## config.mk

```make
export PLATFORM = sky130hd
export DESIGN_NAME = pipelined_shift_unit
export DESIGN_NICKNAME = d
export VERILOG_FILES = /design/src/rtl/shift_pkg.sv /design/src/rtl/shift_stage.sv /design/src/rtl/pipelined_shift_unit.sv
export SDC_FILE = /design/constraint.sdc
export NUM_CORES = 1
export LEC_CHECK = 0
export ABC_AREA = 1
export ABC_CLOCK_PERIOD_IN_PS = 1800
export BUFFER_PORTS_ARGS = -buffer_cell sky130_fd_sc_hd__buf_2
export CAP_MARGIN = 10
export CORE_UTILIZATION = 55
export CTS_CLUSTER_SIZE = 12
export DETAILED_ROUTE_END_ITERATION = 7
export MAX_ROUTING_LAYER = met4
export PLACE_DENSITY_LB_ADDON = 0.25
export SYNTH_ARGS = -nofsm -noshare
export SYNTH_HDL_FRONTEND = slang
export SYNTH_SLANG_ARGS = --single-unit
```

## constraint.sdc

```tcl
create_clock -name clk -period 1.8 [get_ports clk]
set_clock_uncertainty 0.05 [all_clocks]
set_input_delay 0.18 -clock clk [delete_from_list [all_inputs] [get_ports clk]]
set_output_delay 0.18 -clock clk [all_outputs]
set_load 0.03 [all_outputs]
```

## src/rtl/shift_pkg.sv

```systemverilog
// Shared types for the pipelined shift unit: operation encoding and the
// per-stage control payload carried alongside data, shift amount and tag.
package shift_pkg;

  typedef enum logic [1:0] {
    OP_SLL  = 2'b00,
    OP_SRL  = 2'b01,
    OP_PASS = 2'b10,
    OP_SRA  = 2'b11
  } op_e;

  typedef struct packed {
    op_e  op;
    logic word;
  } ctrl_t;

endpackage

```

## src/rtl/shift_stage.sv

```systemverilog
// One register stage of the log shifter: applies a contiguous range of right-shift
// levels combinationally, then registers the payload under the valid/ready handshake.
module shift_stage
  import shift_pkg::*;
#(
  parameter int unsigned XLEN      = 64,
  parameter int unsigned TAG_W     = 5,
  parameter int unsigned SHAMT_W   = 6,
  parameter int unsigned FIRST_LVL = 0,
  parameter int unsigned NUM_LVL   = 1
) (
  input  logic               clk,
  input  logic               rst_n,
  input  logic               flush,
  input  logic               valid_i,
  output logic               ready_o,
  input  logic [XLEN-1:0]    data_i,
  input  logic [SHAMT_W-1:0] shamt_i,
  input  ctrl_t              ctrl_i,
  input  logic [TAG_W-1:0]   tag_i,
  output logic               valid_o,
  input  logic               ready_i,
  output logic [XLEN-1:0]    data_o,
  output logic [SHAMT_W-1:0] shamt_o,
  output ctrl_t              ctrl_o,
  output logic [TAG_W-1:0]   tag_o
);

  logic [XLEN-1:0] lvl [NUM_LVL+1];
  logic            fill;
  logic            advance;
  logic [XLEN-1:0] data_d;

  logic               valid_q;
  logic [XLEN-1:0]    data_q;
  logic [SHAMT_W-1:0] shamt_q;
  ctrl_t              ctrl_q;
  logic [TAG_W-1:0]   tag_q;

  // Arithmetic shifts never change the MSB, so the sign is still at the top here.
  assign fill   = (ctrl_i.op == OP_SRA) & data_i[XLEN-1];
  assign lvl[0] = data_i;

  for (genvar g = 0; g < NUM_LVL; g++) begin : g_lvl
    localparam int unsigned Amt = 1 << (FIRST_LVL + g);
    assign lvl[g+1] = shamt_i[FIRST_LVL+g] ?
                      (fill ? ~(~lvl[g] >> Amt) : (lvl[g] >> Amt)) : lvl[g];
  end

  assign data_d  = lvl[NUM_LVL];
  assign advance = !valid_q || ready_i;
  assign ready_o = advance;

  always_ff @(posedge clk or negedge rst_n) begin
    if (!rst_n) begin
      valid_q <= 1'b0;
      data_q  <= '0;
      shamt_q <= '0;
      ctrl_q  <= '{op: OP_SLL, word: 1'b0};
      tag_q   <= '0;
    end else begin
      if (flush) begin
        valid_q <= 1'b0;
      end else if (advance) begin
        valid_q <= valid_i;
      end
      if (advance && valid_i) begin
        data_q  <= data_d;
        shamt_q <= shamt_i;
        ctrl_q  <= ctrl_i;
        tag_q   <= tag_i;
      end
    end
  end

  assign valid_o = valid_q;
  assign data_o  = data_q;
  assign shamt_o = shamt_q;
  assign ctrl_o  = ctrl_q;
  assign tag_o   = tag_q;

endmodule

```

## src/rtl/pipelined_shift_unit.sv

```systemverilog
// Pipelined SLL/SRL/SRA barrel shifter with RV64 word forms. Left shifts run as
// right shifts on bit-reversed data; word ops are narrowed before and widened after.
module pipelined_shift_unit
  import shift_pkg::*;
#(
  parameter  int unsigned XLEN    = 64,
  parameter  int unsigned STAGES  = 2,
  parameter  int unsigned TAG_W   = 5,
  localparam int unsigned SHAMT_W = $clog2(XLEN)
) (
  input  logic               clk,
  input  logic               rst_n,
  input  logic               flush,
  input  logic               in_valid,
  output logic               in_ready,
  input  logic [XLEN-1:0]    in_data,
  input  logic [SHAMT_W-1:0] in_shamt,
  input  logic [1:0]         in_op,
  input  logic               in_word,
  input  logic [TAG_W-1:0]   in_tag,
  output logic               out_valid,
  input  logic               out_ready,
  output logic [XLEN-1:0]    out_data,
  output logic [TAG_W-1:0]   out_tag
);

  localparam int unsigned LvlPerStage = (SHAMT_W + STAGES - 1) / STAGES;

  // Index s is the input of stage s; index STAGES is the last stage's output.
  logic               v   [STAGES+1];
  logic               rdy [STAGES+1];
  logic [XLEN-1:0]    d   [STAGES+1];
  logic [SHAMT_W-1:0] sh  [STAGES+1];
  ctrl_t              c   [STAGES+1];
  logic [TAG_W-1:0]   t   [STAGES+1];

  op_e                in_op_e;
  logic               is_word;
  logic [XLEN-1:0]    word_data;
  logic [XLEN-1:0]    word_rev;
  logic [SHAMT_W-1:0] word_shamt;
  logic [XLEN-1:0]    res;
  logic [XLEN-1:0]    res_rev;
  logic               unused_shamt;

  assign in_op_e = op_e'(in_op);

  if (XLEN == 64) begin : g_rv64
    // SRAW needs the word sign replicated so the 64-bit shift fills with bit 31.
    assign is_word    = in_word;
    assign word_data  = !in_word ? in_data :
                        (in_op_e == OP_SRA) ? {{32{in_data[31]}}, in_data[31:0]} :
                                              {32'b0, in_data[31:0]};
    assign word_shamt = in_word ? {1'b0, in_shamt[4:0]} : in_shamt;
    assign out_data   = c[STAGES].word ? {{32{res[31]}}, res[31:0]} : res;
  end else begin : g_rv32
    logic unused_word;
    assign unused_word = in_word;
    assign is_word     = 1'b0;
    assign word_data   = in_data;
    assign word_shamt  = in_shamt;
    assign out_data    = res;
  end

  assign word_rev = {<<{word_data}};

  assign v[0]   = in_valid;
  assign d[0]   = (in_op_e == OP_SLL) ? word_rev : word_data;
  assign sh[0]  = (in_op_e == OP_PASS) ? '0 : word_shamt;
  assign c[0]   = '{op: in_op_e, word: is_word};
  assign t[0]   = in_tag;
  assign rdy[STAGES] = out_ready;

  // A flush cycle must not admit anything, since the op would be killed anyway.
  assign in_ready = rdy[0] && !flush;

  for (genvar s = 0; s < STAGES; s++) begin : g_stage
    localparam int unsigned First = s * LvlPerStage;
    localparam int unsigned Num   = (First >= SHAMT_W) ? 0 :
                                    ((SHAMT_W - First < LvlPerStage) ? SHAMT_W - First :
                                                                       LvlPerStage);
    shift_stage #(
      .XLEN     (XLEN),
      .TAG_W    (TAG_W),
      .SHAMT_W  (SHAMT_W),
      .FIRST_LVL(First),
      .NUM_LVL  (Num)
    ) u_stage (
      .clk    (clk),
      .rst_n  (rst_n),
      .flush  (flush),
      .valid_i(v[s]),
      .ready_o(rdy[s]),
      .data_i (d[s]),
      .shamt_i(sh[s]),
      .ctrl_i (c[s]),
      .tag_i  (t[s]),
      .valid_o(v[s+1]),
      .ready_i(rdy[s+1]),
      .data_o (d[s+1]),
      .shamt_o(sh[s+1]),
      .ctrl_o (c[s+1]),
      .tag_o  (t[s+1])
    );
  end

  assign res_rev      = {<<{d[STAGES]}};
  assign res          = (c[STAGES].op == OP_SLL) ? res_rev : d[STAGES];
  assign out_valid    = v[STAGES];
  assign out_tag      = t[STAGES];
  assign unused_shamt = ^sh[STAGES];

endmodule
```

# Word-level counts from Yosys, hierarchy flattened
# Index checks and enable logic that the tools add are counted.
# Widths: inputs -> output; s select.
[totals]
word_cells = 63
input_bits = 83
reg_bits = 152
output_inout_bits = 71
[op_classes]
muxes = 23
n_bitwise = 14
eq_ne = 3
n_reduce_logical = 12
[ops]
columns = ["op", "n"]
rows = [
  ["$mux 64", 17],
  ["$not 64->64", 6],
  ["$not 32->64", 1],
  ["$not 48->64", 1],
  ["$not 56->64", 1],
  ["$not 60->64", 1],
  ["$not 62->64", 1],
  ["$not 63->64", 1],
  ["$mux 6", 2],
  ["$eq 2x2->1 const B", 3],
  ["$logic_not 2->1", 2],
  ["$mux 1", 4],
  ["$reduce_bool 2->1", 2],
  ["$logic_and 1x1->1", 3],
  ["$logic_not 1->1", 3],
  ["$and 1x1->1", 2],
  ["$logic_or 1x1->1", 2],
]

# Depth between registers and ports, before layout
# Gate-level depths: netlist (run 1).
[logic_depth]
word_depth = 16
mapped_depth = 13
depth_no_buf = 11

# By module
# Synthesis (run 1) repeated with hierarchy kept, for this count alone.
[hier_totals]
hier_cells = 1920
area_unflattened_um2 = 11949.0
[modules_own_cells]
columns = ["module", "area_each_um2", "cells_each", "seq_area_each_um2", "n_inst"]
rows = [
  ["shift_stage at g_stage[0].u_stage", 4833.4, 692, 1976.9, 1],
  ["shift_stage at g_stage[1].u_stage", 4657.0, 647, 1976.9, 1],
  ["pipelined_shift_unit", 2458.6, 581, 0.0, 1],
]

# Worst setup path after synthesis (run 1)
# OpenSTA, ideal clock, no wires.
[synth_path]
path_type = "reg-to-output"
start = "register g_stage[1].u_stage.ctrl_q, in the netlist g_stage[1].u_stage.ctrl_o[2]"
end = "output out_data[33]"
path_buffers = 1
path_stages_with_launch = 7
slack_ps = -313
t_arrival_ps = 1883
required_ps = 1570
path_cell_list = "dfrtp_1 nor2_2 inv_1 o21ai_1 nand2_1 clkbuf_1 o31ai_1"
[synth_via]
elab_chain_len = 3
[synth_lines]
columns = ["element", "line_no", "rtl"]
rows = [
  ["start: declaration", "shift_stage.sv:37", "ctrl_t ctrl_q;"],
  ["start signal: assignment", "shift_stage.sv:59", "ctrl_q <= '{op: OP_SLL, word: 1'b0};"],
  ["start signal: assignment", "shift_stage.sv:70", "ctrl_q <= ctrl_i;"],
  ["$logic_not 2->1", "pipelined_shift_unit.sv:108", "assign res = (c[STAGES].op == OP_SLL) ? res_rev : d[STAGES];"],
  ["$mux 64", "pipelined_shift_unit.sv:108", ""],
  ["$mux 64", "pipelined_shift_unit.sv:55", "assign out_data = c[STAGES].word ? {{32{res[31]}}, res[31:0]} : res;"],
  ["end: declaration", "pipelined_shift_unit.sv:23", "output logic [XLEN-1:0] out_data,"],
]
# Every way passes these cells.

# Worst setup path in the final report (run 1)
[layout_path]
start = "register g_stage[1].u_stage.ctrl_q, in the netlist g_stage[1].u_stage.ctrl_o[1]"
end = "output out_data[54]"
# Same word-level chain as after synthesis.

==> results of run 1 <==
==> worst max-delay path: stages, from the launching register on <==
cell,delay [ns]
dfrtp_1,0.41
nor2_4,0.16
inv_4,0.09
buf_12,0.16
buf_16,0.15
nor2_1,0.22
o31ai_2,0.12
buf_4,0.19
==> final cells by class <==
type | count | area (um2) | area share
sequential | 149 | 3730 | 0.251
tap | 270 | 338 | 0.0228
antenna | 1 | 2.50 | 0.000169
inverter | 126 | 479 | 0.0323
clock inverter | 14 | 138 | 0.00927
clock buffer | 18 | 429 | 0.0289
timing repair buffer | 303 | 2730 | 0.184
multi-input combinational | 1442 | 7000 | 0.472
==> report_power, final <==
part           total, W  switching [W]  internal (W)  leakage (nW)
Clock           0.00350        0.00166       0.00184         0.273
Sequential      0.00467       0.000705       0.00397          1.79
Combinational   0.00832        0.00519       0.00314          5.53
==> logic make-up (layout without fill, tap and decap cells) <==
| group | Yosys count | count (layout) | share of synthesized area |
|---|---|---|---|
| buffers and inverters | 268 | 461 | 0.102 |
| other | 0 | 1 | 0 |
| flip-flops | 149 | 149 | 0.325 |
| multiplexers | 19 | 19 | 0.0166 |
| AO/OA/AOI/OAI | 309 | 309 | 0.153 |
| AND/OR/NAND/NOR | 1114 | 1114 | 0.403 |
==> how the worst max path moves through the flow <==
stage	depth (start not counted)	from	slack (ns)	to
after CTS	6	g_stage[1].u_stage.ctrl_o[1]	-0.27	out_data[45]
after floorplan	5	g_stage[1].u_stage.ctrl_o[2]	-0.16	out_data[25]
final	7	g_stage[1].u_stage.ctrl_o[1]	-0.38	out_data[54]
after global placement	10	in_op[1]	-0.09	g_stage[0].u_stage.data_o[63]
after detailed placement	10	in_op[1]	-0.02	g_stage[0].u_stage.data_o[4]
after global routing	6	g_stage[1].u_stage.ctrl_o[1]	-0.46	out_data[56]
==> flip-flops by register name, summed over array words and instances (netlist names) <==
register,count
g_stage.u_stage.shamt_o,3
g_stage.u_stage.data_o,128
g_stage.u_stage.ctrl_o,6
g_stage.u_stage.tag_o,10
g_stage.u_stage.valid_o,2
==> metrics by stage <==
| step | cells | setup TNS, ns | util | power, W | hold slack (ns) |
|---|---|---|---|---|---|
| 2_1_floorplan | 1859 | -3.70 | - | 0.00872 | -0.166 |
| 3_3_place_gp | 2260 | -0.113 | 0.651 | 0.0110 | 0.115 |
| 3_5_place_dp | 2260 | -0.0773 | 0.651 | 0.0111 | 0.122 |
| 4_1_cts | 2315 | -10.74 | 0.720 | 0.0157 | 0.0256 |
| 5_1_grt | 2323 | -17.22 | 0.729 | 0.0171 | 0.0452 |
| 6_report | 2323 | -14.77 | 0.729 | 0.0165 | 0.0306 |
==> synthesized netlist by cell type, drive strengths merged <==
master	instances	area, um2
nand2	632	2390
nand3	312	1560
o21ai	185	926
nor2	161	614
dfrtp	149	3730
inv	122	458
clkbuf	72	270
buf	70	427
o31ai	33	248
a21oi	30	150
o211ai	28	210
a31oi	21	131
mux2i	19	190
a22oi	10	75.1
or2	7	43.8
clkinv	4	15.0
nand4	2	12.5
o22ai	2	12.5
==> layer usage <==
metal  up-vias  global-route usage  wire length (um)
li1       6472                   -                 -
met5         -                   -                 0
met2      1130               0.699             21500
met3       262              0.0981              5800
met4         0               0.260              3410
met1      6596               0.571             18600
==> what timing repair did <==
action / in CTS / in global routing
hold endpoints to repair: 53 / 0
buffers inserted: 7 / 5
pin swaps: 5 / 9
gates resized for setup: 181 / 31
setup endpoints to repair: 65 / 79
cloned: 7 / 2
hold buffers: 9 / 0
==> cell usage in the layout (no fill, tap or decap), drive strengths merged <==
master / Yosys / routed
inv: 122 / 132
buf: 70 / 292
a22oi: 10 / 10
a21oi: 30 / 30
clkinvlp: 0 / 3
dlygate4sd3: 0 / 9
nand2: 632 / 632
nand3: 312 / 312
o22ai: 2 / 2
clkinv: 4 / 5
o211ai: 28 / 28
a31oi: 21 / 21
nor2: 161 / 161
diode: 0 / 1
clkbuf: 72 / 20
dfrtp: 149 / 149
mux2i: 19 / 19
o31ai: 33 / 33
o21ai: 185 / 185
nand4: 2 / 2
or2: 7 / 7
==> impl_metrics.toml, run 1 <==
[run_status]
status = "finished with violations"
failed_checks = "negative setup slack"

[detailed_routing]
drtIter0Drc = 1851
wl_per_cell_um = 21.2
firstDrtPassIters = 8
via_per_inst = 6.22
route.detailed.drc = 0
drt_wl_total_um = 49300
ant_nets = 0
vias = 14460

[synth]
syn_nets = 1942
postSynthAreaPerCell_um2 = 6.17
ys_warn_count = 0
synth_seq_area_share = 0.325
ys_types = 27
synth-seq-cells = 149
netlist_area_um2 = 11500
synth_cells = 1859

[clock_network]
cts_made_buffers = 17
cts.sinks = 149
clk_pin_slew_worst_paths_ns = 0.07
h-tree-depth = 4
cts_tree = "yes"
clock_latency_ns = 0.44
cts_root_buf = "clkbuf_16"
cts_buffer_depth = 2

[layout]
fin_nets = 2122
area_growth_pct = 29.5
drive_gt1_frac = 0.209
final_area_um2 = 14800
fill_cells = 1633

[grt]
grt_pass1_wl_um = 73600
grt.overflow.total = 0
grt_pass1_vias = 13208
grt_antenna_before_repair = 1
grt.total_usage = 0.461
grt_max_degree = 65

[floorplan]
dieHeight_um = 146
die_area_um2 = 21400
die_w_um = 146
fp.coreArea_um2 = 20400
start_util = 0.563
num_rows = 52
io_pins = 154

[setup_path]
reg2regPathDepth = 8
worstSetupPathType = "register to primary output"
r2r_start = "g_stage[1].u_stage.valid_o"
r2r_end = "g_stage[1].u_stage.data_o[53]"
worstSetupStartpointType = "register"
reg2reg_slack_ns = -0.08
cp.arrival_ns = 1.95
path_max_fanout = 14
cp-end-kind = "primary output"
cp_data_required_time_ns = 1.57

[placed_design]
port_buffers = 153
dp_hpwl_um = 33700
gp_congestion = 1.01
dp_worst_setup_slack_ns = -0.0205
dpl_cell_area_um2 = 13300

[timing]
worst_slew_pin_slew_ns = 0.618
timing.fmax_ghz = 0.459
period_minus_slack_ns = 2.18
finalSetupViolCount = 66
slew_viol_final = 0
finalCritPeriodShare = 1.21
rsz0062_at_grt = "yes"
setup_ws_ns = -0.380
slew-limit-headroom = 0.584
finalHoldViolations = 0

[hold_path]
hold_path_class = "input pin to register"
whs_path_depth = 3
min_from = "in_shamt[3]"
holdPathEnd = "g_stage[0].u_stage.shamt_o[3]"

[power_and_ir_drop]
leakagePower_nw = 7.59
power_density_nw_per_um2 = 1110
ir_worst_vdd_uv = 624

[flow_run]
drv_cap = 0
(Power assumes the default switching activity.)
==> inputs of run 2 (changes only) <==
Settings changed: CELL_PAD_IN_SITES_DETAIL_PLACEMENT from default to 2, CELL_PAD_IN_SITES_GLOBAL_PLACEMENT from default to 2, CORE_UTILIZATION 55 to 31.
==> run 2 against run 1 <==
Effect of this change:
- the run still ends with negative setup slack left
- routed wire length grew 27%
- first-iteration DRC count shrank 46%
- count of clock-buffer cells in the layout up 1
- sequential share of layout area is 1.3 points lower
- critical endpoint is now out_data[48]
- power grew 3.8%
- fmax fell by 1.6%
- worst hold slack lost 0.024 ns
- via count shrank 0.93%
- critical path depth unchanged
- die area is 76% higher
- core utilization down 30 points
==> impl_metrics.toml, run 2 (same netlist as run 1, synthesis figures left out) <==
[setup_path]
worstSetupStartpointType = "register"
path_max_fanout = 9
critPathSlowestCell = "dfrtp_1"
crit_chain = "nor2_4, inv_4, o21ai_4, nand2_4, clkbuf_16, o31ai_2, buf_4"
slowest_delay_ns = 0.41
path_buf_inv = 3
cp.arrival_ns = 1.99
cp_data_required_time_ns = 1.57
crit_family = "buffers and inverters"
cp-end-kind = "primary output"
worstSetupPathType = "register to primary output"

[floorplan]
start_util = 0.314
dieHeight_um = 194
fp.coreArea_um2 = 36500
num_rows = 70
die_area_um2 = 37800
io_pins = 154
die_w_um = 194

[placed_design]
gp_congestion = 0.918
placed_cells = 2459
dpl_cell_area_um2 = 13500
port_buffers = 153
dp_hpwl_um = 41100

[layout]
final_cell_mix = "602 x nand2_1, 308 x nand3_1, 159 x buf_4"
fin_nets = 2146
drive_gt1_frac = 0.238
finish.utilization = 0.428
area_growth_pct = 36.4
fill_cells = 4367
layout.cells.most_common = "nand2_1"
final_area_um2 = 15600
largest_reg_flops = 128
num_antenna_cells = 0
stdcell_count = 2544

[grt]
grt_use_met1 = 0.368
grt_max_degree = 83
busiest_layer = "met2"
grt.total_usage = 0.308
grt_pass1_wl_um = 88100
use_met3 = 0.0292
grt_pass1_vias = 15055
use_met2 = 0.537
grt.overflow.total = 0
grt_antenna_before_repair = 0

[timing]
setup_tns_ns = -21.24
slew_viol_final = 0
finalCritPeriodShare = 1.23
rsz0062_at_grt = "yes"
setup_ws_ns = -0.415
timing.fmax_ghz = 0.451
slew-limit-headroom = 0.649
worst_slew_pin_slew_ns = 0.522
period_minus_slack_ns = 2.22
finalHoldViolations = 0
finalSetupViolCount = 117

[detailed_routing]
firstDrtPassIters = 5
vias = 14326
drt_wl_total_um = 62500
drtIter0Drc = 998
route.detailed.drc = 0
ant_nets = 0
via_per_inst = 5.63
wl_per_cell_um = 24.6

[run_status]
status = "finished with violations"
failed_checks = "negative setup slack"

[power_and_ir_drop]
ir_worst_vdd_uv = 553
p_comb_frac = 0.509
power_frac_seq = 0.278
swShare = 0.462
clkPwrFrac = 0.213
p_int_w = 0.00922
leakagePower_nw = 7.78
power_density_nw_per_um2 = 1090
p_sw_w = 0.00790

[clock_network]
clk_pin_slew_worst_paths_ns = 0.07
cts_tree = "yes"
clock_latency_ns = 0.43
cts_root_buf = "clkbuf_16"
h-tree-depth = 4
cts.sinks = 149
cts_made_buffers = 17
cts_buffer_depth = 2

[flow_run]
drv_cap = 0

[hold_path]
hold_path_class = "input pin to register"
==> run 2: timing repair <==
action / in CTS / in global routing
hold endpoints to repair: 65 / 0
gates resized for setup: 146 / 171
setup endpoints to repair: 89 / 101
pin swaps: 10 / 30
setup buffers: 9 / 25
hold buffers: 11 / 0
gates cloned: 3 / 8
==> run 2: power groups by stage <==
stage	Clock, W	Combinational (W)	Sequential (W)
after CTS	0.00364	0.00761	0.00460
after global routing	0.00379	0.00921	0.00480
after detailed placement	0	0.00678	0.00463
after floorplan	0	0.00435	0.00437
after global placement	0	0.00655	0.00459
final	0.00365	0.00871	0.00476
==> run 2: worst min-delay path: stages <==
cell and delay, ns:
buf_2 0.07, inv_1 0.04, nand2_1 0.06, o21ai_0 0.08
==> run 2: through the flow <==
stage / total power [W] / hold WS [ns] / worst slack, ns
final: 0.0171 / 0.00685 / -0.415
after global routing: 0.0178 / 0.0290 / -0.466
after CTS: 0.0159 / 0.00226 / -0.356
after detailed placement: 0.0114 / 0.0859 / -0.337
after global placement: 0.0111 / 0.0792 / -0.345
after floorplan: 0.00872 / -0.166 / -0.162
==> run 2: final cells by class <==
cell class / count / area (um2) / area share
clock inverter: 13 / 133 / 0.00848
tap: 468 / 586 / 0.0374
multi-input combinational: 1442 / 7340 / 0.469
clock buffer: 19 / 433 / 0.0277
timing repair inverter: 1 / 7.51 / 0.000480
inverter: 126 / 484 / 0.0310
sequential: 149 / 3730 / 0.239
timing repair buffer: 326 / 2930 / 0.187
==> run 2: worst paths after layout <==
check	start	endpoint	slack, ns	depth (start not counted)
min in group asynchronous	rst_n	g_stage[0].u_stage.data_o[59]	0.21	2
max in group asynchronous	rst_n	g_stage[0].u_stage.shamt_o[3]	0.78	3
min reg2reg	g_stage[1].u_stage.tag_o[2]	g_stage[1].u_stage.tag_o[2]	0.43	2
min	out_ready	g_stage[1].u_stage.valid_o	0.007	4
max reg2reg	g_stage[0].u_stage.shamt_o[3]	g_stage[1].u_stage.data_o[46]	-0.23	5
max	g_stage[1].u_stage.ctrl_o[2]	out_data[48]	-0.42	7
==> run 2: layer usage <==
metal	vias up	part of all wire
met5	-	0
met4	0	0.041
met3	133	0.033
met2	416	0.51
met1	7266	0.42
li1	6511	-
